[src/rtl/queue_pkg.sv]
// rtl/queue_pkg.sv - shared reader state type and queue geometry defaults
package queue_pkg;

    // Geometry shared with the upstream queue instance
    localparam int QUEUE_ADDR = 5;
    localparam int QUEUE_DATA = 42;

    typedef enum logic {
        IDLE   = 1'b0,
        STREAM = 1'b1
    } state_e;

endpackage

[src/rtl/flush_timer.sv]
// rtl/flush_timer.sv - saturating idle counter with synchronous clear
module flush_timer #(
    parameter int TIMEOUT = 16,
    parameter int W       = $clog2(TIMEOUT + 1)
) (
    input  logic         clk,
    input  logic         rst,
    input  logic         clr_i,
    input  logic         inc_i,
    output logic [W-1:0] count_o
);

    localparam logic [W-1:0] SAT = W'(TIMEOUT);

    logic [W-1:0] count_q;
    logic [W-1:0] count_d;

    // Clear wins over increment; counting stops once TIMEOUT is reached
    always_comb begin
        count_d = count_q;
        if (clr_i) begin
            count_d = '0;
        end else if (inc_i && (count_q != SAT)) begin
            count_d = count_q + 1'b1;
        end
    end

    // Counter register
    always_ff @(posedge clk) begin
        if (rst) begin
            count_q <= '0;
        end else begin
            count_q <= count_d;
        end
    end

    assign count_o = count_q;

endmodule

[src/rtl/queue_burst_reader.sv]
// rtl/queue_burst_reader.sv - drains an upstream queue into length-tagged bursts
module queue_burst_reader
    import queue_pkg::*;
#(
    parameter int ADDR    = QUEUE_ADDR,
    parameter int DATA    = QUEUE_DATA,
    parameter int BURST   = 8,
    parameter int TIMEOUT = 16
) (
    input  logic            clk,
    input  logic            rst,
    input  logic            q_empty,
    input  logic [ADDR:0]   q_count,
    input  logic [DATA-1:0] q_rdata,
    output logic            q_ren,
    output logic            m_valid,
    input  logic            m_ready,
    output logic [DATA-1:0] m_data,
    output logic            m_last,
    output logic [ADDR:0]   m_len,
    output logic            busy
);

    localparam int            TW         = $clog2(TIMEOUT + 1);
    localparam int            FLUSH_AT_I = TIMEOUT - 1;
    localparam logic [TW-1:0] FLUSH_AT   = FLUSH_AT_I[TW-1:0];
    localparam logic [ADDR:0] BURST_LEN  = BURST[ADDR:0];

    state_e          state_q, state_d;
    logic [ADDR:0]   rem_q, rem_d;
    logic [ADDR:0]   len_q, len_d;
    logic [DATA-1:0] data_q, data_d;
    logic            valid_q, valid_d;
    logic            last_q, last_d;

    logic [TW-1:0]   timer;
    logic            pop;
    logic            accept;
    logic            go_burst;
    logic            go_flush;
    logic            timer_inc;
    logic            timer_clr;

    // Idle timer: runs only while IDLE with data waiting, cleared once a burst starts
    flush_timer #(
        .TIMEOUT (TIMEOUT),
        .W       (TW)
    ) u_flush_timer (
        .clk     (clk),
        .rst     (rst),
        .clr_i   (timer_clr),
        .inc_i   (timer_inc),
        .count_o (timer)
    );

    // Next-state, burst bookkeeping and pop request; full bursts beat timeout flushes
    always_comb begin
        state_d = state_q;
        rem_d   = rem_q;
        len_d   = len_q;
        data_d  = data_q;
        valid_d = valid_q;
        last_d  = last_q;

        pop      = (state_q == STREAM) && (rem_q != '0) && !q_empty &&
                   (!valid_q || m_ready) && !rst;
        accept   = valid_q && m_ready;
        go_burst = (state_q == IDLE) && (q_count >= BURST_LEN);
        go_flush = (state_q == IDLE) && !go_burst && (q_count != '0) &&
                   (timer == FLUSH_AT);

        timer_inc = (state_q == IDLE) && (q_count != '0);
        timer_clr = (state_q != IDLE) || (q_count == '0) || go_burst || go_flush;

        case (state_q)
            IDLE: begin
                if (go_burst) begin
                    state_d = STREAM;
                    len_d   = BURST_LEN;
                    rem_d   = BURST_LEN;
                end else if (go_flush) begin
                    state_d = STREAM;
                    len_d   = q_count;
                    rem_d   = q_count;
                end
            end
            STREAM: begin
                if (pop) begin
                    data_d  = q_rdata;
                    valid_d = 1'b1;
                    last_d  = (rem_q == {{ADDR{1'b0}}, 1'b1});
                    rem_d   = rem_q - 1'b1;
                end else if (accept) begin
                    valid_d = 1'b0;
                    last_d  = 1'b0;
                end
                if (accept && last_q) begin
                    state_d = IDLE;
                    len_d   = '0;
                end
            end
            default: state_d = IDLE;
        endcase
    end

    // State register
    always_ff @(posedge clk) begin
        if (rst) begin
            state_q <= IDLE;
        end else begin
            state_q <= state_d;
        end
    end

    // Output word and burst counters; reset drops any word in flight
    always_ff @(posedge clk) begin
        if (rst) begin
            rem_q   <= '0;
            len_q   <= '0;
            data_q  <= '0;
            valid_q <= 1'b0;
            last_q  <= 1'b0;
        end else begin
            rem_q   <= rem_d;
            len_q   <= len_d;
            data_q  <= data_d;
            valid_q <= valid_d;
            last_q  <= last_d;
        end
    end

    assign q_ren   = pop;
    assign m_valid = valid_q;
    assign m_data  = data_q;
    assign m_last  = last_q;
    assign m_len   = len_q;
    assign busy    = (state_q == STREAM);

endmodule

[config.mk]
export PLATFORM = sky130hd
export DESIGN_NAME = queue_burst_reader
export DESIGN_NICKNAME = d
export VERILOG_FILES = /design/src/rtl/queue_pkg.sv /design/src/rtl/flush_timer.sv /design/src/rtl/queue_burst_reader.sv
export SDC_FILE = /design/constraint.sdc
export NUM_CORES = 1
export LEC_CHECK = 0
export BUFFER_PORTS_ARGS = -buffer_cell sky130_fd_sc_hd__buf_4
export CAP_MARGIN = 25
export CORE_MARGIN = 4
export CORE_UTILIZATION = 43
export CTS_CLUSTER_DIAMETER = 120
export DETAILED_ROUTE_END_ITERATION = 6
export MAX_ROUTING_LAYER = met4
export PLACE_DENSITY = 0.76
export SYNTH_ARGS = -nofsm -noshare
export SYNTH_HDL_FRONTEND = slang
export SYNTH_SLANG_ARGS = --single-unit
[constraint.sdc]
create_clock -name clk -period 1.9 [get_ports clk]
set_input_delay 0.095 -clock clk [delete_from_list [all_inputs] [get_ports clk]]
set_output_delay 0.095 -clock clk [all_outputs]
set_load 0.005 [all_outputs]
==> flow_metrics.tcl <==
set metrics [dict create \
    outcome "finished, final reports clean" \
    yosys_most_used_dff "dfxtp_1" \
    drv_slew 0 \
    fill_cells 500 \
    cts_buffers 9 \
    cts.clk_slew.worst_paths_ps 70 \
    crit_buf_inv 2 \
    syn-num-nets 364 \
    grt_use_total 0.194 \
    irDropWorstVdd_mv 0.451 \
    coreArea_sq_um 5570 \
    crit_chain "or3b_4 > a211o_4 > buf_6 > buf_12 > a222oi_1 > a311oi_1" \
    met3_usage 0.0491 \
    cts_sinks 62 \
    critPathRequiredTime_ps 2070 \
    h-tree-depth 3 \
    syn_to_final_growth_pct 45.3 \
    syn_area_per_cell_sq_um 8.21 \
    hold_viol 0 \
    total_power_mw 2.77 \
    clock_latency_ps 320 \
    routabilityCongestion 0.836 \
    routed_wl_mm 7.01 \
    use_met1 0.248 \
    drive_gt1_frac 0.354 \
    io_buffers 103 \
    yosysSeqAreaShare 0.494 \
    dp_hpwl_mm 4.83 \
    wl_per_cell_microns 14.1 \
    worstMarginPinSlew_ps 615 \
    vias_per_cell 5.17 \
    multi_input_area_sq_um 1130 \
    ant_nets 0 \
    cp-end-kind "flop" \
    ys_warn_count 0 \
    seq_area_sq_um 1240 \
    crit_fanout 16 \
    synth_edf_count 0 \
    row_count 27 \
    post-route-drc-count 0 \
    die-area_sq_um 7130 \
    grt_pass1_wl_mm 11.0 \
    antenna_found_initial 0 \
    finalCritPeriodShare 0.960 \
    die_h_microns 84.5 \
    syn_area_sq_um 2510 \
    start_util 0.451 \
    grt_pass1_vias 2328 \
    num_vias 2578 \
    p_leak_nw 1.54 \
    use_met2 0.293 \
    postCtsHoldBufs 0 \
    setup_violations 0 \
    fin_skew_ps 7.13 \
    cp.arrival_ps 1990 \
    critPathMaxStageDelay_ps 380 \
    layout_commonest_cell "buf_4" \
    top_usage_layer "met2" \
    cts_tree "yes" \
    start_kind "flop" \
    fin_crit_ps 1820 \
    grt_max_degree 60 \
    die_w_microns 84.5 \
    nNetsFinal 480 \
    slew_headroom 0.590 \
    antenna_cells 0 \
    path_delay_family "compound AO/OA/AOI/OAI gates" \
    worstSetupPathType "flop to flop" \
    hp-class "primary input to flop" \
    synth_seq_cells 62 \
    clock_path_buffers 2 \
    synth_cell_types 41 \
    max_freq_ghz 0.548 \
    crit_slowest_cell "or3b_4" \
    root_buffer "clkbuf_8" \
    maxCapViolations 0 \
    ys_async_sr_fraction 0 \
    syn_inst 306 \
    cellPowerDensity_nw_per_um2 759 \
    io_pins 104 \
    grt_overflow_total 0 \
    firstDrtPassIters 5 \
    whs_ps 22.3 \
    drt_iter0_markers 117 \
    layout_common_cells "buf_4 (120), nand2_1 (88), dfxtp_1 (59), a21oi_1 (52), nand3_1 (12)" \
]
## per-stage QoR
stage / setup TNS, ps / instances / instance area [sq um] / setup WS (ps) / utilization
4_1_cts: -12.6 / 495 / 3570 / -12.6 / 0.641
6_report: 0 / 499 / 3650 / 76.4 / 0.655
3_3_place_gp: 0 / 475 / 3380 / 80.0 / 0.606
5_1_grt: -7.25 / 499 / 3650 / -5.98 / 0.655
3_5_place_dp: 0 / 475 / 3380 / 24.6 / 0.606
2_1_floorplan: 0 / 306 / 2510 / 2.78 / -
## Yosys cell counts (2+ instances only)
master / number / area, sq um
a211o_1: 2 / 17.5
a211oi_1: 2 / 15.0
a21oi_1: 53 / 265
a222oi_1: 2 / 20.0
buf_2: 2 / 10.0
buf_6: 5 / 56.3
clkbuf_1: 11 / 41.3
dfxtp_1: 62 / 1240
ha_1: 6 / 75.1
inv_1: 10 / 37.5
nand2_1: 88 / 330
nand3_1: 12 / 60.1
nor2_1: 6 / 22.5
nor2b_1: 2 / 12.5
nor3_1: 4 / 20.0
nor3b_1: 2 / 15.0
nor4_1: 2 / 12.5
o2111ai_1: 2 / 17.5
o21ai_0: 4 / 20.0
o22ai_1: 2 / 12.5
o31ai_1: 2 / 15.0
or3_1: 6 / 37.5
## worst min-delay path, delay by kind of cell
kind | cells | cell delay (ps)
buf+inv | 1 | 110
compound gates | 1 | 50
simple gates | 1 | 40
## state kept, by name (all words and copies together), names as in the netlist
name,cells
m_data,42
m_len,6
rem_q,6
u_flush_timer.count_o,5
busy,1
m_last,1
m_valid,1
## layout make-up
type	instances	area share
sequential	62	0.341
multi-input combinational	213	0.309
timing repair buffer	124	0.265
clock buffer	12	0.0397
tap	72	0.0247
inverter	11	0.0127
clock inverter	4	0.00617
timing repair inverter	1	0.00137
## logic make-up after synthesis
group,Yosys count,share of synthesized area
AND/OR/NAND/NOR,128,0.221
AO/OA/AOI/OAI,77,0.182
flip-flops,62,0.494
buffers and inverters,31,0.0657
adder cells (fa/ha/maj),6,0.0299
XOR/XNOR,1,0.00348
multiplexers,1,0.00398
## what timing repair did
| item | in CTS | in global routing |
|---|---|---|
| pin swaps | 1 | 5 |
| buffers inserted | 3 | 3 |
| setup endpoints to repair | 1 | 4 |
| gates resized for setup | 1 | 11 |
| cloned | 1 | 1 |
## path summary, 6_finish.rpt
| kind | from | cells past startpoint | slack, ps | end |
|---|---|---|---|---|
| max | busy | 6 | 80 | rem_q[1] |
| max reg2reg | busy | 6 | 80 | rem_q[1] |
| min reg2reg | m_data[2] | 2 | 450 | m_data[2] |
| min | q_rdata[12] | 3 | 20 | m_data[12] |
## report_power, final
part           internal [mW]  switching (mW)
Sequential              1.35          0.0312
Combinational          0.219           0.200
Clock                  0.503           0.467
## per-layer routing
| layer | routed length, microns | part of all wire | vias to the layer above |
|---|---|---|---|
| li1 | - | - | 1284 |
| met1 | 3130 | 0.45 | 1178 |
| met2 | 3280 | 0.47 | 108 |
| met3 | 522 | 0.074 | 8 |
| met4 | 85 | 0.012 | 0 |
| met5 | 0 | 0 | - |
Note: power is estimated with default switching activity, not from simulation.
